[src/rtl/sync_deframer.sv]
// Purpose : find the sync marker in a 32-bit framed stream and forward only payload bytes on an 8-bit stream, with flywheel lock.
// Latency : a payload byte is presented on m_axis the cycle after it is taken from the word register.
// Backpressure: output full and not ready stalls the unpacker in PAYLOAD only; a new word is accepted only as the last byte of the current word is taken.
//
// Ports:
//   core_clk, rst                       clock, asynchronous active-high reset
//   s_axis_input_*   (32-bit, in)       framed words, byte0 = [31:24]; tlast is ignored
//   m_axis_output_*  (8-bit, out)       payload bytes, tlast on the last byte of each frame
//   sync_locked                         frame lock status
//   sync_lost                           one-cycle pulse when lock is dropped
// Optional build macro: SYNC_HAMMING_EN -- the in-lock marker check tolerates up to
// MAX_BIT_ERR flipped bits; acquisition in HUNT always needs an exact match.

module sync_deframer #(
    parameter logic [31:0] SYNC_MARKER = 32'h1ACFFC1D,
    parameter int          PAYLOAD_LEN = 255,
    parameter int          MAX_MISS    = 2,
    parameter int          MAX_BIT_ERR = 2
) (
    input  logic        core_clk,
    input  logic        rst,
    input  logic [31:0] s_axis_input_tdata,
    input  logic        s_axis_input_tvalid,
    input  logic        s_axis_input_tlast,
    output logic        s_axis_input_tready,
    output logic [7:0]  m_axis_output_tdata,
    output logic        m_axis_output_tvalid,
    output logic        m_axis_output_tlast,
    input  logic        m_axis_output_tready,
    output logic        sync_locked,
    output logic        sync_lost
);

    localparam int PADDING_LEN = (4 - ((4 + PAYLOAD_LEN) % 4)) % 4;
    localparam int MISS_W      = (MAX_MISS > 0) ? $clog2(MAX_MISS + 1) : 1;

    localparam logic [7:0]        LAST_CNT = 8'(PAYLOAD_LEN - 1);
    localparam logic [7:0]        PAD_LAST = 8'(PADDING_LEN - 1);
    localparam logic [MISS_W-1:0] MISS_MAX = MISS_W'(MAX_MISS);
    localparam logic [MISS_W-1:0] MISS_ONE = MISS_W'(1);

    typedef enum logic [1:0] {
        HUNT     = 2'd0,
        PAYLOAD  = 2'd1,
        SKIP_PAD = 2'd2,
        CHECK    = 2'd3
    } state_t;

    state_t            state_q, state_d;
    logic [31:0]       wreg_q, wreg_d;
    logic              wvalid_q, wvalid_d;
    logic [1:0]        bidx_q, bidx_d;
    logic [31:0]       sr_q, sr_d;
    logic [7:0]        cnt_q, cnt_d;
    logic [MISS_W-1:0] miss_q, miss_d;
    logic [7:0]        m_tdata_q, m_tdata_d;
    logic              m_tvalid_q, m_tvalid_d;
    logic              m_tlast_q, m_tlast_d;
    logic              locked_q, locked_d;
    logic              lost_q, lost_d;
    // Holds tready low while in reset and for the release cycle itself.
    logic              rst_done_q;

    logic [7:0]  cur_byte;
    logic [31:0] sr_next;
    logic        out_ready;
    logic        take;
    logic        last_take;
    logic        load;
    logic        check_ok;

    logic unused_ok;
    assign unused_ok = &{1'b0, s_axis_input_tlast, (MAX_BIT_ERR > 0)};

`ifdef SYNC_HAMMING_EN
    function automatic int popcount32(input logic [31:0] v);
        int n;
        n = 0;
        for (int i = 0; i < 32; i++) begin
            if (v[i]) n++;
        end
        return n;
    endfunction
`endif

    always_comb begin
        cur_byte = wreg_q[31:24];
        case (bidx_q)
            2'd0:    cur_byte = wreg_q[31:24];
            2'd1:    cur_byte = wreg_q[23:16];
            2'd2:    cur_byte = wreg_q[15:8];
            default: cur_byte = wreg_q[7:0];
        endcase
    end

    assign sr_next   = {sr_q[23:0], cur_byte};
    assign out_ready = !m_tvalid_q || m_axis_output_tready;
    // Only payload bytes need output space; marker/pad/check bytes drain freely.
    assign take      = wvalid_q && ((state_q != PAYLOAD) || out_ready);
    assign last_take = take && (bidx_q == 2'd3);
    assign s_axis_input_tready = rst_done_q && (!wvalid_q || last_take);
    assign load      = s_axis_input_tvalid && s_axis_input_tready;

`ifdef SYNC_HAMMING_EN
    assign check_ok = (popcount32(sr_next ^ SYNC_MARKER) <= MAX_BIT_ERR);
`else
    assign check_ok = (sr_next == SYNC_MARKER);
`endif

    // Word register and byte index.
    always_comb begin
        wreg_d   = wreg_q;
        wvalid_d = wvalid_q;
        bidx_d   = bidx_q;
        sr_d     = sr_q;
        if (take) begin
            sr_d   = sr_next;
            bidx_d = bidx_q + 2'd1;
            if (last_take) wvalid_d = 1'b0;
        end
        if (load) begin
            wreg_d   = s_axis_input_tdata;
            wvalid_d = 1'b1;
            bidx_d   = 2'd0;
        end
    end

    // Lock FSM and output register.
    always_comb begin
        state_d    = state_q;
        cnt_d      = cnt_q;
        miss_d     = miss_q;
        locked_d   = locked_q;
        lost_d     = 1'b0;
        m_tdata_d  = m_tdata_q;
        m_tvalid_d = m_tvalid_q;
        m_tlast_d  = m_tlast_q;

        if (m_axis_output_tready) begin
            m_tvalid_d = 1'b0;
            m_tlast_d  = 1'b0;
        end

        if (take) begin
            case (state_q)
                HUNT: begin
                    if (sr_next == SYNC_MARKER) begin
                        state_d  = PAYLOAD;
                        cnt_d    = 8'd0;
                        miss_d   = '0;
                        locked_d = 1'b1;
                    end
                end
                PAYLOAD: begin
                    m_tdata_d  = cur_byte;
                    m_tvalid_d = 1'b1;
                    m_tlast_d  = (cnt_q == LAST_CNT);
                    if (cnt_q == LAST_CNT) begin
                        cnt_d   = 8'd0;
                        state_d = (PADDING_LEN > 0) ? SKIP_PAD : CHECK;
                    end else begin
                        cnt_d = cnt_q + 8'd1;
                    end
                end
                SKIP_PAD: begin
                    if (cnt_q == PAD_LAST) begin
                        cnt_d   = 8'd0;
                        state_d = CHECK;
                    end else begin
                        cnt_d = cnt_q + 8'd1;
                    end
                end
                default: begin
                    if (cnt_q == 8'd3) begin
                        cnt_d = 8'd0;
                        if (check_ok) begin
                            miss_d  = '0;
                            state_d = PAYLOAD;
                        end else if (miss_q < MISS_MAX) begin
                            // Flywheel: assume the frame is still aligned.
                            miss_d  = miss_q + MISS_ONE;
                            state_d = PAYLOAD;
                        end else begin
                            // sr keeps its bytes so a marker straddling this window is still found.
                            state_d  = HUNT;
                            locked_d = 1'b0;
                            lost_d   = 1'b1;
                        end
                    end else begin
                        cnt_d = cnt_q + 8'd1;
                    end
                end
            endcase
        end
    end

    always_ff @(posedge core_clk or posedge rst) begin
        if (rst) begin
            state_q    <= HUNT;
            wreg_q     <= '0;
            wvalid_q   <= 1'b0;
            bidx_q     <= 2'd0;
            sr_q       <= '0;
            cnt_q      <= 8'd0;
            miss_q     <= '0;
            m_tdata_q  <= 8'd0;
            m_tvalid_q <= 1'b0;
            m_tlast_q  <= 1'b0;
            locked_q   <= 1'b0;
            lost_q     <= 1'b0;
            rst_done_q <= 1'b0;
        end else begin
            state_q    <= state_d;
            wreg_q     <= wreg_d;
            wvalid_q   <= wvalid_d;
            bidx_q     <= bidx_d;
            sr_q       <= sr_d;
            cnt_q      <= cnt_d;
            miss_q     <= miss_d;
            m_tdata_q  <= m_tdata_d;
            m_tvalid_q <= m_tvalid_d;
            m_tlast_q  <= m_tlast_d;
            locked_q   <= locked_d;
            lost_q     <= lost_d;
            rst_done_q <= 1'b1;
        end
    end

    assign m_axis_output_tdata  = m_tdata_q;
    assign m_axis_output_tvalid = m_tvalid_q;
    assign m_axis_output_tlast  = m_tlast_q;
    assign sync_locked          = locked_q;
    assign sync_lost            = lost_q;

endmodule

[config.mk]
export PLATFORM = sky130hd
export DESIGN_NAME = sync_deframer
export DESIGN_NICKNAME = d
export VERILOG_FILES = /design/src/rtl/sync_deframer.sv
export SDC_FILE = /design/constraint.sdc
export NUM_CORES = 1
export LEC_CHECK = 0
export CAP_MARGIN = 5
export CORE_ASPECT_RATIO = 2
export CORE_UTILIZATION = 55
export DETAILED_ROUTE_END_ITERATION = 10
export PLACE_DENSITY = 0.78
export RECOVER_POWER = 100
export SLEW_MARGIN = 10
export SYNTH_ARGS = -nofsm -noshare
export SYNTH_HDL_FRONTEND = slang
export SYNTH_SLANG_ARGS = --single-unit
[constraint.sdc]
create_clock -name core_clk -period 4.5 [get_ports core_clk]
set_clock_uncertainty 0.2 [all_clocks]
set_input_delay 1.35 -clock core_clk [delete_from_list [all_inputs] [get_ports core_clk]]
set_output_delay 1.35 -clock core_clk [all_outputs]
set_load 0.03 [all_outputs]
==> impl_metrics.ini <==
[status]
status = complete, but fails checks
violations = max-capacitance violations, max-slew violations

[place]
placed_cell_area_um2 = 4590
io_buffers = 48
post-place-ws_ps = 429
dp_hpwl_um = 6170
gp_congestion = 0.870
dp_cells = 503

[finish]
fin_cells = 517
n_antenna_cell = 0
drive_gt1_frac = 0.153
utilization = 0.668
syn2layout_area_growth_pct = 18.7
final_nets = 472
finalInstanceArea_um2 = 4820

[logic_synthesis]
synth_top_family_by_area = simple AND/OR/NAND/NOR gates
synth_area_per_cell_um2 = 10.7
ys_ff_latch = 84
synth_fa_ha_area_frac = 0.0401
syn_nets = 428
synth_cells = 378
ys_warn_count = 0
synthMuxAreaShare = 0.131
synth_compound_area_frac = 0.0918
synth_cell_types = 46
yosys.area_share.simple = 0.170
synth-async-reset-ratio = 1.00
synth_edf_count = 0
ys_seq_area_frac = 0.518
synth_ff_type = dfrtp_1
synthesis.area_um2 = 4060
synth_xor_area_frac = 0.00216

[setup_path]
crit_required_ps = 2950
start_kind = input port
cp_max_fo = 4
path_class = in2out
cp.arrival_ps = 2680
worstRegToRegCells = 8
r2r-start = bidx_q[1]
end_kind = output port
timing.rr.end = state_q[1]
reg2reg_slack_ps = 1280

[timing]
fin_hold_ws_ps = 292
setup_violations = 0
fin_setup_tns_ps = 0
fin_crit_ps = 4230
setup_slack_ps = 269
maxSlewViolCount = 70
worst_pin_slew_ps = 1650
slew_headroom = -0.109
fin_crit_sh = 0.940
fmax_mhz = 236
hold_viol_final = 0
rsz0062_at_grt = false

[clocking]
clk_pin_slew_ps = 60
ctsHoldBuffers = 0
clock_latency_ps = 340
clock-sinks = 84
cts.repair.resized = 0
h-tree-depth = 3
clockBufferDepth = 2
postCtsSetupBuffers = 0
cts_tree = done
cts_made_buffers = 9
cts_root_buf = clkbuf_16

[hold_path]
min-delay-start = m_axis_output_tdata[6]
hold_class = reg2reg
hold_depth = 2
min_to = m_axis_output_tdata[6]

[global_routing]
antenna_found_initial = 0
grt_overflow = 0
first_global_vias = 3059
grt_first_pass_wirelength_um = 14300
grt_max_degree = 47
grt.total_usage = 0.242

[die]
io_pins = 50
coreArea_um2 = 7210
die-area_um2 = 7750
fp-row-count = 44
die_w_um = 62.8
fp.dieH_um = 124
start_util = 0.563

[routing]
finalWirelength_um = 8490
first_pass_iters = 4
drtIter0Drc = 166
route.detailed.drc = 0
wire_per_inst_um = 16.4
vias = 2989
vias_per_cell = 5.78
ant_nets = 0

[pwr]
leakage_nw = 2.23
power_mw = 2.74
power_per_cell_area_nw_per_um2 = 568
peakVddDrop_uv = 365

[job]
drv_cap = 2
-- synthesized netlist by cell type, drive strengths merged, types with 7 or more instances --
master	count	area, µm²
nand2	85	319
dfrtp	84	2100
mux2	42	473
inv	19	71.3
o21ai	17	85.1
buf	14	91.3
ha	13	163
nor4	9	56.3
nand3	7	35.0
nand4	7	43.8
-- how the worst max path moves through the flow --
stage | startpoint | end | slack, ps | cells past startpoint
after detailed placement | m_axis_output_tready | s_axis_input_tready | 430 | 6
after global routing | m_axis_output_tready | s_axis_input_tready | 170 | 6
after floorplan | rst | bidx_q[0] | 780 | 1
final | m_axis_output_tready | s_axis_input_tready | 270 | 6
after CTS | m_axis_output_tready | s_axis_input_tready | 420 | 6
after global placement | m_axis_output_tready | s_axis_input_tready | 460 | 6
-- registers in the layout (all words and copies together), names as in the netlist --
signal / cells
m_axis_output_tdata: 8
sync_locked: 1
m_axis_output_tlast: 1
rst_done_q: 1
sync_lost: 1
state_q: 2
wvalid_q: 1
cnt_q: 8
m_axis_output_tvalid: 1
miss_q: 2
sr_q: 24
bidx_q: 2
wreg_q: 32
-- placed cells by master (no fill, tap or decap), drive strengths merged, types with 6 or more instances in the layout --
master and instances:
a21oi 6, o21ai 17, a222oi 6, clkbuf 14, clkdlybuf4s50 33, inv 18, dfrtp 84, ha 13
nand4 7, nor4 9, nand3 7, mux2i 6, o31ai 6, dlygate4sd3 14, mux2 42, nand2 85
-- power by group --
part           leakage (nW)  total (mW)  internal, mW  switching (mW)
registers              1.06        1.20          1.01           0.190
clock network         0.134       0.659         0.382           0.277
logic                  1.04       0.875         0.385           0.490
total                  2.23        2.74          1.78           0.957
-- worst max-delay path, cell delays in order --
cell	delay, ps
dlygate4sd3_1	550
nand3b_1	200
nand2_1	90
nand2_1	80
and2_0	220
buf_4	190
-- metal layers --
| layer | wire length [µm] | global-route usage |
|---|---|---|
| met5 | 0 | 0 |
| met4 | 244 | 0.118 |
| met3 | 286 | 0.0480 |
| met2 | 4870 | 0.447 |
| met1 | 3090 | 0.261 |
-- cell families after synthesis --
group	after synthesis
AND/OR/NAND/NOR	142
flip-flops	84
AO/OA/AOI/OAI	50
multiplexers	48
buffers and inverters	39
adder cells (fa/ha/maj)	13
other	1
XOR/XNOR	1
-- layout make-up --
type / instances / area, µm²
Inverter: 19 / 72.6
Multi-Input combinational cell: 255 / 1760
Clock inverter: 4 / 27.5
Timing Repair Buffer: 53 / 503
Clock buffer: 10 / 239
Sequential cell: 84 / 2100
Fill cell: 554 / 2390
Tap cell: 92 / 115
(Power assumes the default switching activity.)
==> variant: new RTL, config.mk and constraints unchanged <==
Register the output `sync_lost` once more, with the module's reset; this adds one clock of latency there. The other outputs are not delayed to match. Comments in the files are not updated.
--- a/src/rtl/sync_deframer.sv
+++ b/src/rtl/sync_deframer.sv
@@ -231,5 +231,11 @@
     assign m_axis_output_tlast  = m_tlast_q;
     assign sync_locked          = locked_q;
-    assign sync_lost            = lost_q;
+    always_ff @(posedge core_clk or posedge rst) begin
+        if (rst) begin
+            sync_lost <= '0;
+        end else begin
+            sync_lost <= lost_q;
+        end
+    end
 
 endmodule
Behaviour: no difference found for any inputs over 10 cycles, from zero or initial values and one cycle with rst high; that may be too few to reach the edited logic, so the function may still have changed.
==> variant against the unedited design <==
The flow still finishes with violations (max-capacitance violations, max-slew violations); cell area fell by 1.3%; die area fell by 2.9%; wire length fell by 6.8%; total power rose by 0.40%; area after synthesis fell by 3.0%; maximum frequency fell by 0.88%; worst hold slack got worse by 140 ps; sequential cell count rose by 1; count of clock-buffer cells in the layout rose by 3; sequential share of layout area rose by 1.1 points; via count fell by 3.3%; non-clock buffer count did not move; setup slack got worse by 38 ps.
==> variant: results <==
set metrics [dict create \
    grt_pass1_vias 2966 \
    violations "max-capacitance violations, max-slew violations" \
    finalMaxSlewViolations 86 \
    grt_use_total 0.2438 \
    hold_end "sync_lost" \
    htreeDepth 3 \
    hold_class "register to register" \
    largest_reg_flops 32 \
    r2r_slack_ps 980 \
    fill_cells 511 \
    nets 466 \
    ir_drop_uv 490.7 \
    critPathLaunch "m_axis_output_tready" \
    p_leak_uw 0.002192 \
    cpLargestDelayFamily "buffers and inverters" \
    cts_root_buf "clkbuf_16" \
    postCtsSetupRepairBufs 0 \
    dp_hpwl_um 5705 \
    async_flop_share 1.000 \
    tightest_slew_ps 2025 \
    path_clk_slew_ps 60 \
    grt_max_degree 86 \
    dr_total_vias 2889 \
    synth_common_cells "dfrtp_1 (85), nand2_1 (84), mux2_2 (39)" \
    gp_congestion 0.8863 \
    portBuffers 48 \
    n_antenna_cell 0 \
    reg2reg_to "cnt_q[7]" \
    insertion_delay_ps 340 \
    numCtsBuffers 9 \
    drtPass1Iterations 4 \
    yosysUniqueCellTypes 49 \
    grt_pass1_wl_um 13250 \
    path_max_fanout 4 \
    dp_slack_ps 396.5 \
    syn_nets 419 \
    drv_cap 1 \
    wl_per_cell_um 15.49 \
    synth_warnings 0 \
    top_regs "wreg_q (32), sr_q (24)" \
    antenna_found_initial 0 \
    max_stage_delay_ps 570 \
    yosysSeqAreaShare 0.5399 \
    hold_path_depth 0 \
    drcViolationCount 0 \
    regMostFlops "wreg_q" \
    worstHoldStart "lost_q" \
    rr_worst_depth 8 \
    cpMaxStageDelayCell "dlygate4sd3_1" \
    post_cts_resize_count 0 \
    synth_area_leaders "dfrtp_1 (54%), mux2_2 (11%), nand2_1 (8.0%)" \
    drive_above_1_share 0.1449 \
    drt_iter0_drc 207 \
    clockBufferDepth 2 \
    cp.arrival_ps 2720 \
    status "finished, violations left" \
    reg2reg_from "bidx_q[0]" \
]
variant: kinds of logic after synthesis:
group | Yosys count | synth area share
AND/OR/NAND/NOR | 137 | 0.1607
flip-flops | 85 | 0.5399
AO/OA/AOI/OAI | 60 | 0.1057
multiplexers | 41 | 0.1169
buffers and inverters | 31 | 0.03239
adder cells (fa/ha/maj) | 13 | 0.04128
other | 1 | 0.0009518
XOR/XNOR | 1 | 0.002223
variant: worst max path at each step:
stage,depth (start not counted),end,slack (ps)
floorplan,1,bidx_q[0],760
global placement,6,s_axis_input_tready,390
detailed placement,6,s_axis_input_tready,400
CTS,6,s_axis_input_tready,390
global route,6,s_axis_input_tready,170
finish,6,s_axis_input_tready,230
variant: final cells by class:
class | count | area (µm²) | area share
flip-flops and latches | 85 | 2127 | 0.4473
clock buffers | 13 | 260.3 | 0.05472
clock inverters | 3 | 20.02 | 0.004209
inverters | 14 | 53.80 | 0.01131
repair buffers | 53 | 506.7 | 0.1066
well taps | 90 | 112.6 | 0.02368
multi-input cells | 253 | 1675 | 0.3523
variant: power breakdown:
group	switching [µW]	internal (µW)	total (µW)
Clock	284	403	687
Sequential	166	1020	1190
Combinational	490	378	868
Total	940	1810	2750
variant: per-layer routing:
layer  vias up  part of all wire  GRT usage
met1      1431              0.38     0.2659
met2        58              0.56     0.4180
met5         -                 0          0
li1       1386                 -          -
met4         0             0.024     0.1333
met3        14             0.033    0.05308
variant: metrics by stage:
stage                     instances  hold WS (ps)  area [µm²]    util
final                           511         148.2        4756  0.6852
after detailed placement        495         137.8        4507  0.6494
after global placement          495         135.5        4507  0.6494
after floorplan                 369         131.2        3940       -
after CTS                       511         150.4        4787  0.6897
after global routing            511         156.1        4756  0.6852
variant: worst register-to-register path, delay by kind of cell, from the launching register on:
kind                       cells  cell delay, ps
AOI/OAI and AO/OA              4            1550
adders and majority gates      1             360
buffers and inverters          1             120
DFF                            1             450
and+or+nand+nor                2             740
